===== src/rtl/pulse_delay_pkg.sv =====
// Shared definitions for the pulse-delay stage: FSM state encodings and default widths.
// Other delay-path stages and benches import the same constants from here.
package pulse_delay_pkg;

   localparam int DEF_CNT_W  = 8;
   localparam int DEF_MISS_W = 8;

   typedef enum logic [1:0] {
      ST_IDLE  = 2'd0,
      ST_WAIT  = 2'd1,
      ST_PULSE = 2'd2
   } state_e;

endpackage


===== src/rtl/pulse_delay_if.sv =====
// Signal bundle between the upstream d_ff, the pulse-delay stage and its config/status users.
interface pulse_delay_if #(
   parameter int CNT_W  = 8,
   parameter int MISS_W = 8
);
   logic              d;
   logic [CNT_W-1:0]  delay_cfg;
   logic [CNT_W-1:0]  width_cfg;
   logic              q;
   logic              busy;
   logic [MISS_W-1:0] missed_cnt;

   modport master (
      output d, delay_cfg, width_cfg,
      input  q, busy, missed_cnt
   );

   modport slave (
      input  d, delay_cfg, width_cfg,
      output q, busy, missed_cnt
   );
endinterface


===== src/rtl/pulse_delay_rise_detect.sv =====
// Rising-edge detector; the history register loads d during reset so a level held
// high through reset is never reported as an edge.
module rise_detect (
   input  logic clk,
   input  logic reset,
   input  logic d,
   output logic rise
);
   logic d_prev_q;

   always_ff @(posedge clk) begin
      if (reset) d_prev_q <= d;
      else       d_prev_q <= d;
   end

   assign rise = d & ~d_prev_q;
endmodule


===== src/rtl/pulse_delay.sv =====
// Programmable pulse delay: on each rise of d, wait delay_cfg cycles then pulse q for width_cfg cycles.
// Define PULSE_DELAY_RETRIGGER_EN to let a rise during WAIT restart the delay instead of being dropped.
module pulse_delay
   import pulse_delay_pkg::*;
#(
   parameter int CNT_W  = DEF_CNT_W,
   parameter int MISS_W = DEF_MISS_W
) (
   input  logic         clk,
   input  logic         reset,
   pulse_delay_if.slave bus
);
`ifdef PULSE_DELAY_RETRIGGER_EN
   localparam bit RETRIG = 1'b1;
`else
   localparam bit RETRIG = 1'b0;
`endif

   state_e            state_q, state_d;
   logic              q_q, q_d;
   logic              busy_q;
   logic [CNT_W-1:0]  dcnt_q, dcnt_d;
   logic [CNT_W-1:0]  wcnt_q, wcnt_d;
   logic [CNT_W-1:0]  wlat_q, wlat_d;
   logic [MISS_W-1:0] missed_q, missed_d;
   logic              rise;
   logic              drop;

   // A zero width still produces a one-cycle pulse.
   function automatic logic [CNT_W-1:0] eff_width(input logic [CNT_W-1:0] w);
      return (w == '0) ? CNT_W'(1) : w;
   endfunction

   rise_detect u_rise (
      .clk   (clk),
      .reset (reset),
      .d     (bus.d),
      .rise  (rise)
   );

   always_comb begin
      state_d  = state_q;
      q_d      = q_q;
      dcnt_d   = dcnt_q;
      wcnt_d   = wcnt_q;
      wlat_d   = wlat_q;
      missed_d = missed_q;
      drop     = 1'b0;
      unique case (state_q)
         ST_IDLE: begin
            if (rise) begin
               if (bus.delay_cfg == '0) begin
                  state_d = ST_PULSE;
                  q_d     = 1'b1;
                  wcnt_d  = eff_width(bus.width_cfg) - 1'b1;
               end else begin
                  state_d = ST_WAIT;
                  dcnt_d  = bus.delay_cfg - 1'b1;
                  wlat_d  = eff_width(bus.width_cfg);
               end
            end
         end
         ST_WAIT: begin
            if (RETRIG && rise) begin
               if (bus.delay_cfg == '0) begin
                  state_d = ST_PULSE;
                  q_d     = 1'b1;
                  wcnt_d  = eff_width(bus.width_cfg) - 1'b1;
               end else begin
                  dcnt_d  = bus.delay_cfg - 1'b1;
                  wlat_d  = eff_width(bus.width_cfg);
               end
            end else begin
               drop = rise;
               if (dcnt_q == '0) begin
                  state_d = ST_PULSE;
                  q_d     = 1'b1;
                  wcnt_d  = wlat_q - 1'b1;
               end else begin
                  dcnt_d  = dcnt_q - 1'b1;
               end
            end
         end
         ST_PULSE: begin
            // A rise on the closing edge is still dropped; IDLE only accepts on the next edge.
            drop = rise;
            if (wcnt_q == '0) begin
               state_d = ST_IDLE;
               q_d     = 1'b0;
            end else begin
               wcnt_d  = wcnt_q - 1'b1;
            end
         end
         default: begin
            state_d = ST_IDLE;
            q_d     = 1'b0;
         end
      endcase
      if (drop && (missed_q != '1)) missed_d = missed_q + 1'b1;
   end

   always_ff @(posedge clk) begin
      if (reset) begin
         state_q  <= ST_IDLE;
         q_q      <= 1'b0;
         busy_q   <= 1'b0;
         dcnt_q   <= '0;
         wcnt_q   <= '0;
         wlat_q   <= '0;
         missed_q <= '0;
      end else begin
         state_q  <= state_d;
         q_q      <= q_d;
         busy_q   <= (state_d != ST_IDLE);
         dcnt_q   <= dcnt_d;
         wcnt_q   <= wcnt_d;
         wlat_q   <= wlat_d;
         missed_q <= missed_d;
      end
   end

   assign bus.q          = q_q;
   assign bus.busy       = busy_q;
   assign bus.missed_cnt = missed_q;
endmodule


===== src/flat_wrapper.sv =====
// flat-port wrapper written by rule: the top's interface ports become plain ports
module pulse_delay_flat import pulse_delay_pkg::*;
#(
   parameter int CNT_W  = DEF_CNT_W,
   parameter int MISS_W = DEF_MISS_W
)
  (clk, reset, bus_d, bus_delay_cfg, bus_width_cfg, bus_q, bus_busy, bus_missed_cnt);
  pulse_delay_if #(.CNT_W(CNT_W), .MISS_W(MISS_W)) bus_i ();
  input  logic clk;
  input  logic reset;
  input wire logic [$bits(bus_i.d)-1:0] bus_d;
  input wire logic [$bits(bus_i.delay_cfg)-1:0] bus_delay_cfg;
  input wire logic [$bits(bus_i.width_cfg)-1:0] bus_width_cfg;
  output wire logic [$bits(bus_i.q)-1:0] bus_q;
  output wire logic [$bits(bus_i.busy)-1:0] bus_busy;
  output wire logic [$bits(bus_i.missed_cnt)-1:0] bus_missed_cnt;
  assign bus_i.d = bus_d;
  assign bus_i.delay_cfg = bus_delay_cfg;
  assign bus_i.width_cfg = bus_width_cfg;
  assign bus_q = bus_i.q;
  assign bus_busy = bus_i.busy;
  assign bus_missed_cnt = bus_i.missed_cnt;
  pulse_delay #(.CNT_W(CNT_W), .MISS_W(MISS_W)) u_core (.clk(clk), .reset(reset), .bus(bus_i));
endmodule

===== config.mk =====
export PLATFORM = sky130hd
export DESIGN_NAME = pulse_delay_flat
export DESIGN_NICKNAME = d
export VERILOG_FILES = /design/src/rtl/pulse_delay_pkg.sv /design/src/rtl/pulse_delay_if.sv /design/src/rtl/pulse_delay_rise_detect.sv /design/src/rtl/pulse_delay.sv /design/src/flat_wrapper.sv
export SDC_FILE = /design/constraint.sdc
export NUM_CORES = 1
export LEC_CHECK = 0
export CAP_MARGIN = 20
export CORE_MARGIN = 3
export CORE_UTILIZATION = 55
export CTS_CLUSTER_DIAMETER = 60
export DETAILED_ROUTE_END_ITERATION = 10
export PLACE_DENSITY = 0.79
export SLEW_MARGIN = 40
export SYNTH_ARGS = -nofsm -noshare
export SYNTH_HDL_FRONTEND = slang
export SYNTH_SLANG_ARGS = --single-unit

===== constraint.sdc =====
create_clock -name clk -period 7.14 [get_ports clk]
set_input_delay 2.142 -clock clk [delete_from_list [all_inputs] [get_ports clk]]
set_output_delay 2.142 -clock clk [all_outputs]
set_load 0.01 [all_outputs]

==> Word level (Yosys, flattened, before mapping) <==
Cells that the tools add are included.
{ "totals": {"input_bits": 19, "regBits": 37, "out_inout_bits": 10} }
{ "op_classes": {"n_addsub": 6, "n_mux": 21, "n_bitwise": 3, "eq_ne": 10, "n_reduce_logical": 14} }
{ "op_table": {"columns": ["cell", "count"], "rows": [
  ["$mux 8", 8],
  ["$sub 8x1->8 const B", 5],
  ["$logic_not 8->1", 4],
  ["$pmux 8 s3", 1],
  ["$pmux 8 s2", 1],
  ["$add 8x1->8 const B", 1],
  ["$mux 2", 4],
  ["$ne 2x1->1 const B", 4],
  ["$ne 8x8->1 const B", 1],
  ["$reduce_and 4->1", 2],
  ["$ne 2x2->1 const B", 3],
  ["$pmux 2 s3", 1],
  ["$mux 1", 5],
  ["$reduce_and 5->1", 1],
  ["$reduce_bool 2->1", 2],
  ["$pmux 1 s3", 1],
  ["$reduce_and 3->1", 1],
  ["$reduce_bool 3->1", 1],
  ["$eq 2x1->1 const B", 1],
  ["$eq 2x2->1 const B", 1],
  ["$logic_not 2->1", 1],
  ["$not 1->1", 2],
  ["$reduce_or 2->1", 1],
  ["$and 1x1->1", 1],
  ["$logic_and 1x1->1", 1]
]} }

==> Longest topological paths before layout <==
Gate-level depths: netlist of run 1.
{ "logic_depth": {"word_depth": 6, "depth_mapped": 12} }

==> By module <==
Synthesis of run 1 repeated with hierarchy kept, for this count alone.
{ "hier_totals": {"hier_cells": 254, "area_unflattened_um2": 2210.9} }
{ "by_module_without_submodules": {"columns": ["module", "cells_per_inst", "area_each_um2", "instances"], "rows": [
  ["pulse_delay", 252, 2177.1, 1],
  ["rise_detect", 2, 33.8, 1]
]} }

==> Least setup slack after synthesis of run 1 <==
No wires, ideal clock.
{ "synth_timing": {"path_type": "input port to flip-flop", "startpoint": "in bus_width_cfg[1]", "endpoint": "reg u_core.wcnt_q[6]", "n_path_buf": 0, "setup_slack_ps": 3168, "stages": 8, "arrival_ps": 3887, "path_cell_list": "or4_1 -> o21a_1 -> or2_2 -> ha_1 -> o2111ai_1 -> nor3_1 -> xnor2_1 -> a211oi_1"} }
{ "synth_between": {"elab_chain_cells": 6} }
{ "synth_rtl": {"columns": ["element", "line", "text"], "rows": [
  ["from (decl)", "flat_wrapper.sv:13", "input wire logic [$bits(bus_i.width_cfg)-1:0] bus_width_cfg;"],
  ["$logic_not 8->1", "pulse_delay.sv:31", "return (w == '0) ? CNT_W'(1) : w;"],
  ["$mux 8 *", "pulse_delay.sv:31", null],
  ["$sub 8x1->8 *", "pulse_delay.sv:55", "wcnt_d = eff_width(bus.width_cfg) - 1'b1;"],
  ["$mux 8 *", "pulse_delay.sv:52", "if (bus.delay_cfg == '0) begin"],
  ["$mux 8 *", "pulse_delay.sv:51", "if (rise) begin"],
  ["$pmux 8 s3 *", "pulse_delay.sv:49", "unique case (state_q)"],
  ["to (signal assigned)", "pulse_delay.sv:116", "wcnt_q <= wcnt_d;"],
  ["to (decl)", "pulse_delay.sv:23", "logic [CNT_W-1:0] wcnt_q, wcnt_d;"]
]} }
Every way passes the cells marked *; elsewhere a longest branch is shown, timed or not. The select of a mux whose other input is x is not followed.
A chain may end at the register's enable or synchronous reset.

==> Worst setup path after layout of run 1 <==
{ "layout_timing": {"startpoint": "in bus_width_cfg[3]", "endpoint": "reg u_core.wcnt_q[6]"} }
Same word-level chain as after synthesis.

==> impl_metrics.ini, run 1 <==
[status]
run_status = finished clean

[floorplanning]
die_w_um = 70.08
dieArea_um2 = 4911
start_util = 0.5945
io_pins = 29
num_rows = 22
core_area_um2 = 3799
chipHeight_um = 70.08

[clock_tree]
cts.sinks = 37
cts_setup_buffers = 0
cts-root-buf = clkbuf_8
path_clk_slew_ns = 0.07
post_cts_resized = 0
cts_tree = built
htreeDepth = 2
clock_latency_ns = 0.29
numCtsBuffers = 5
clockBufferDepth = 2
cts_hold_buf = 0

[worst_setup_path]
slowest_delay_ns = 0.52
path_buf_inv = 1
cp_num_cells = 9
critPathSlowestCell = or4_1
cp_data_arrival_time_ns = 4.48
worst_ep_required_time_ns = 7.35
cp_cell_sequence = clkdlybuf4s50_1 -> or4_1 -> o21a_1 -> or2_2 -> ha_1 -> o2111ai_1 -> nor3_1 -> xnor2_1 -> a211oi_1
crit_path_end_kind = register
path_class = input port to register
cp-start-kind = input port
path_max_fanout = 4
cpLargestDelayFamily = simple AND/OR/NAND/NOR gates
reg2reg_depth = 10

[timing]
fin_skew_ns = 0.01188
slew_violations = 0
setup_viol = 0
fmax_mhz = 233.9
rsz0062_at_grt = no
setup_tns_ns = 0
period_needed_ns = 4.276
finalCritPeriodShare = 0.5989
worst_pin_slew_ns = 0.8311
layout_setup_ws_ns = 2.864
relSlewSlack = 0.4450
report.final.hold_viol_count = 0
holdWs_ns = 0.4574

[logic_synthesis]
yosysTopAreaCell = dfxtp_1
yosys.area.top_type_share = 0.3280
syn-num-nets = 304
ys_top_cells_by_count = dfxtp_1, nor2_1, nand2_1
yosysUniqueCellTypes = 60
synth.most_common_cell = dfxtp_1
postSynthAreaPerCell_um2 = 8.124
synthArstFlopShare = 0
yosysSeqAreaShare = 0.3280
synth_edf_count = 0
ys_top_cells_by_area = dfxtp_1, nor2_1, nand2_1
ys_seq_elements = 37
synthFlopType = dfxtp_1
yosys_warnings = 0
syn_inst = 278
netlist_area_um2 = 2258

[final_layout]
finalNonFillerCells = 348
diodes = 0
syn_to_final_growth_pct = 16.56
drive_above_1_share = 0.07333
nets = 325

[min_path]
min_path_cells = 2
hold_path_class = register to register

[detailed_routing]
viasPerCell = 6.101
ant_nets = 0
drc = 0
vias = 2123
dr.pass1.iters = 4
first_iter_violations = 178
wirelength_um = 5311
post_drt_wl_per_cell_um = 15.26

[flow_run]
maxCapViolCount = 0

[grt]
antenna_found_initial = 0
grt_max_degree = 40
grt_pass1_vias = 1919
grt_use_total = 0.2199
grt_pass1_wl_um = 8949
grt_overflow = 0

[place]
place_congestion = 0.8888
dp_slack_ns = 2.598
dp_cells = 340
portBuffers = 28
dp_hpwl_um = 3701

[power_and_ir_drop]
pwr_density_cell_nw_per_um2 = 240.6
leakage_nw = 0.9066
peakVddDrop_mv = 0.1486
## report_power, final
| group | total [mW] | internal [mW] | switching, mW | leakage [nW] |
|---|---|---|---|---|
| clock | 0.163 | 0.0873 | 0.0761 | 0.0542 |
| combinational | 0.216 | 0.0916 | 0.124 | 0.550 |
| sequential | 0.254 | 0.231 | 0.0226 | 0.302 |
## per-layer routing
| layer | track usage | wire length, um | vias up |
|---|---|---|---|
| met5 | 0 | 0 | - |
| met4 | 0.03830 | 22 | 0 |
| met3 | 0.04604 | 305 | 2 |
| met2 | 0.3536 | 2492 | 56 |
| met1 | 0.3071 | 2490 | 991 |
| li1 | - | - | 1074 |
## worst paths after layout
path / startpoint / to / slack [ns]
max: bus_width_cfg[3] / u_core.wcnt_q[6] / 2.86
min reg2reg: u_core.wlat_q[1] / u_core.wlat_q[1] / 0.46
max reg2reg: u_core.state_q[1] / u_core.wcnt_q[6] / 4.27
min: u_core.wlat_q[1] / u_core.wlat_q[1] / 0.46
## sequential cells by signal, summed over array words and instances (netlist names)
register and cells:
u_core.bus.busy 1, u_core.bus.missed_cnt 8, u_core.bus.q 1, u_core.dcnt_q 8, u_core.state_q 2, u_core.u_rise.d_prev_q 1
u_core.wcnt_q 8, u_core.wlat_q 8
## per-stage QoR
| stage | instance area [um^2] | power [mW] | utilization |
|---|---|---|---|
| 3_3_place_gp | 2531 | 0.4672 | 0.6663 |
| 6_report | 2633 | 0.6335 | 0.6930 |
| 3_5_place_dp | 2531 | 0.4700 | 0.6663 |
| 4_1_cts | 2633 | 0.6339 | 0.6930 |
| 2_1_floorplan | 2258 | 0.4212 | - |
| 5_1_grt | 2633 | 0.6716 | 0.6930 |
## tightest hold or removal path, cell delays in order, from the launching register on
cell     delay (ns)
dfxtp_1        0.31
nand2_1        0.05
a21oi_1        0.05
## layout by cell type (no fill, tap or decap), drive strengths merged, types with 2 or more instances in the layout
cell / instances
o211ai: 4
a22oi: 4
a22o: 3
nand4: 3
or3: 7
nor4: 4
and3: 3
dfxtp: 37
o311ai: 2
a31oi: 3
nor2b: 4
xor2: 5
a311oi: 4
nand3: 4
nor4b: 2
mux2i: 7
buf: 3
ha: 7
nor3: 12
a21oi: 20
a211oi: 7
nand2: 29
nand2b: 3
or4: 2
clkbuf: 7
nor3b: 2
a32oi: 3
xnor2: 4
or2: 4
o21ai: 11
nor2: 31
o21bai: 2
inv: 5
o21a: 3
clkdlybuf4s50: 28
## cell families after synthesis
kind of cell | share of synthesized area
muxes | 0.04155
DFF | 0.3280
AOI/OAI and AO/OA | 0.2565
and+or+nand+nor | 0.2521
adders and majority gates | 0.03878
buffers and inverters | 0.04820
xor gates and xnor gates | 0.03490
## area by class of cell
cell class | instances | area (um^2)
Fill cell | 319 | 1166
Clock inverter | 1 | 5.005
Tap cell | 48 | 60.06
Multi-Input combinational cell | 219 | 1409
Timing Repair Buffer | 31 | 302.8
Clock buffer | 7 | 96.34
Inverter | 5 | 18.77
Sequential cell | 37 | 740.7
Note: power is estimated with default switching activity, not from simulation.
==> inputs of run 2 (changes only) <==
==> constraint.sdc (replaced) <==
create_clock -name clk -period 4 [get_ports clk]
set_input_delay 1.2 -clock clk [delete_from_list [all_inputs] [get_ports clk]]
set_output_delay 1.2 -clock clk [all_outputs]
set_load 0.01 [all_outputs]
==> impl_metrics.ini, run 2 (same netlist as run 1, synthesis figures left out) <==
[status]
run_status = finished clean

[worst_setup_path]
cp-start-kind = input port
path_class = input port to register
path_max_fanout = 4
cp_data_arrival_time_ns = 3.57
crit_path_end_kind = register
worst_ep_required_time_ns = 4.21

[timing]
report.final.hold_viol_count = 0
period_needed_ns = 3.363
fin_skew_ns = 0.01099
layout_setup_ws_ns = 0.6372
setup_viol = 0
fmax_mhz = 297.4
worst_pin_slew_ns = 0.6497
setup_tns_ns = 0
slew_violations = 0
rsz0062_at_grt = no
finalCritPeriodShare = 0.8407
relSlewSlack = 0.5629

[clock_tree]
numCtsBuffers = 5
clock_latency_ns = 0.29
cts_setup_buffers = 0
cts_hold_buf = 0
cts.sinks = 37
cts_tree = built
path_clk_slew_ns = 0.07
clockBufferDepth = 2
cts-root-buf = clkbuf_8
post_cts_resized = 0
htreeDepth = 2

[detailed_routing]
vias = 2179
ant_nets = 0
wirelength_um = 5292
first_iter_violations = 123
post_drt_wl_per_cell_um = 14.99
drc = 0
viasPerCell = 6.173
dr.pass1.iters = 4

[grt]
grt_use_met1 = 0.2895
met3_usage = 0.06331
grt_use_total = 0.2260
antenna_found_initial = 0
grt_pass1_vias = 1995
grt_overflow = 0
top_usage_layer = met2
use_met2 = 0.3652
grt_max_degree = 24
grt_pass1_wl_um = 9032

[floorplanning]
die_w_um = 70.08
start_util = 0.5945
core_area_um2 = 3799
dieArea_um2 = 4911
chipHeight_um = 70.08
num_rows = 22
io_pins = 29

[final_layout]
multi_input_area_um2 = 1411
seqCellArea_um2 = 740.7
nFillCells = 340
final_common_cell = dfxtp_1
syn_to_final_growth_pct = 17.51
nets = 330
diodes = 0
drive_above_1_share = 0.08852
finalNonFillerCells = 353
mostFrequentLayoutCells = dfxtp_1, nor2_1, nand2_1

[place]
place_congestion = 0.9066
dp_cells = 345
dp_slack_ns = 0.3426
dp_hpwl_um = 3899
portBuffers = 28

[flow_run]
maxCapViolCount = 0

[power_and_ir_drop]
leakage_nw = 0.9208
peakVddDrop_mv = 0.2451
pwr_density_cell_nw_per_um2 = 412.5

[min_path]
hold_path_class = register to register
## run 2: cell types whose count changed in the layout (fill, tap and decap cells not counted)
cell	delta
clkinv_2	+1
clkbuf_8	-2
clkbuf_1	+1
ha_2	+1
ha_1	-1
buf_4	+5
## run 2: power breakdown
part,internal (mW),switching (mW),leakage [nW],total (mW)
sequential,0.413,0.0408,0.302,0.454
clock,0.121,0.129,0.0450,0.250
combinational,0.169,0.221,0.574,0.391
## run 2: layer usage
layer	part of all wire	vias up
met3	0.077	2
li1	-	1081
met4	0.0042	0
met5	0	-
met2	0.48	84
met1	0.44	1012
## run 2: final timing paths
path / startpoint / to / slack, ns / depth (start not counted)
worst min register to register: u_core.bus.q / u_core.bus.q / 0.46 / 2
worst max register to register: u_core.state_q[1] / u_core.wcnt_q[6] / 1.07 / 10
worst min-delay path: u_core.bus.q / u_core.bus.q / 0.46 / 2
worst max-delay path: bus_width_cfg[3] / u_core.wcnt_q[6] / 0.64 / 9
## run 2: worst max-delay path: stages
cell and delay [ns]:
clkdlybuf4s50_1 0.49, or4_1 0.53, o21a_1 0.20, or2_2 0.29, ha_1 0.21, o2111ai_1 0.15, nor3_1 0.13, xnor2_1 0.15
a211oi_1 0.22
## run 2: area by class of cell
type                    instances  share of cell area
multi-input cells             219              0.5318
flip-flops and latches         37              0.2791
clock buffers                   6             0.02735
well taps                      48             0.02263
inverters                       5            0.007072
clock inverters                 2            0.003772
repair buffers                 36              0.1282
## run 2: per-stage QoR
| step | power [mW] | hold WS, ns | util | instance area [um^2] |
|---|---|---|---|---|
| floorplan | 0.7519 | 0.4366 | - | 2258 |
| global placement | 0.8383 | 0.4413 | 0.6762 | 2569 |
| detailed placement | 0.8462 | 0.4508 | 0.6762 | 2569 |
| CTS | 1.103 | 0.4617 | 0.6980 | 2651 |
| global route | 1.174 | 0.4818 | 0.6986 | 2654 |
| finish | 1.095 | 0.4563 | 0.6986 | 2654 |
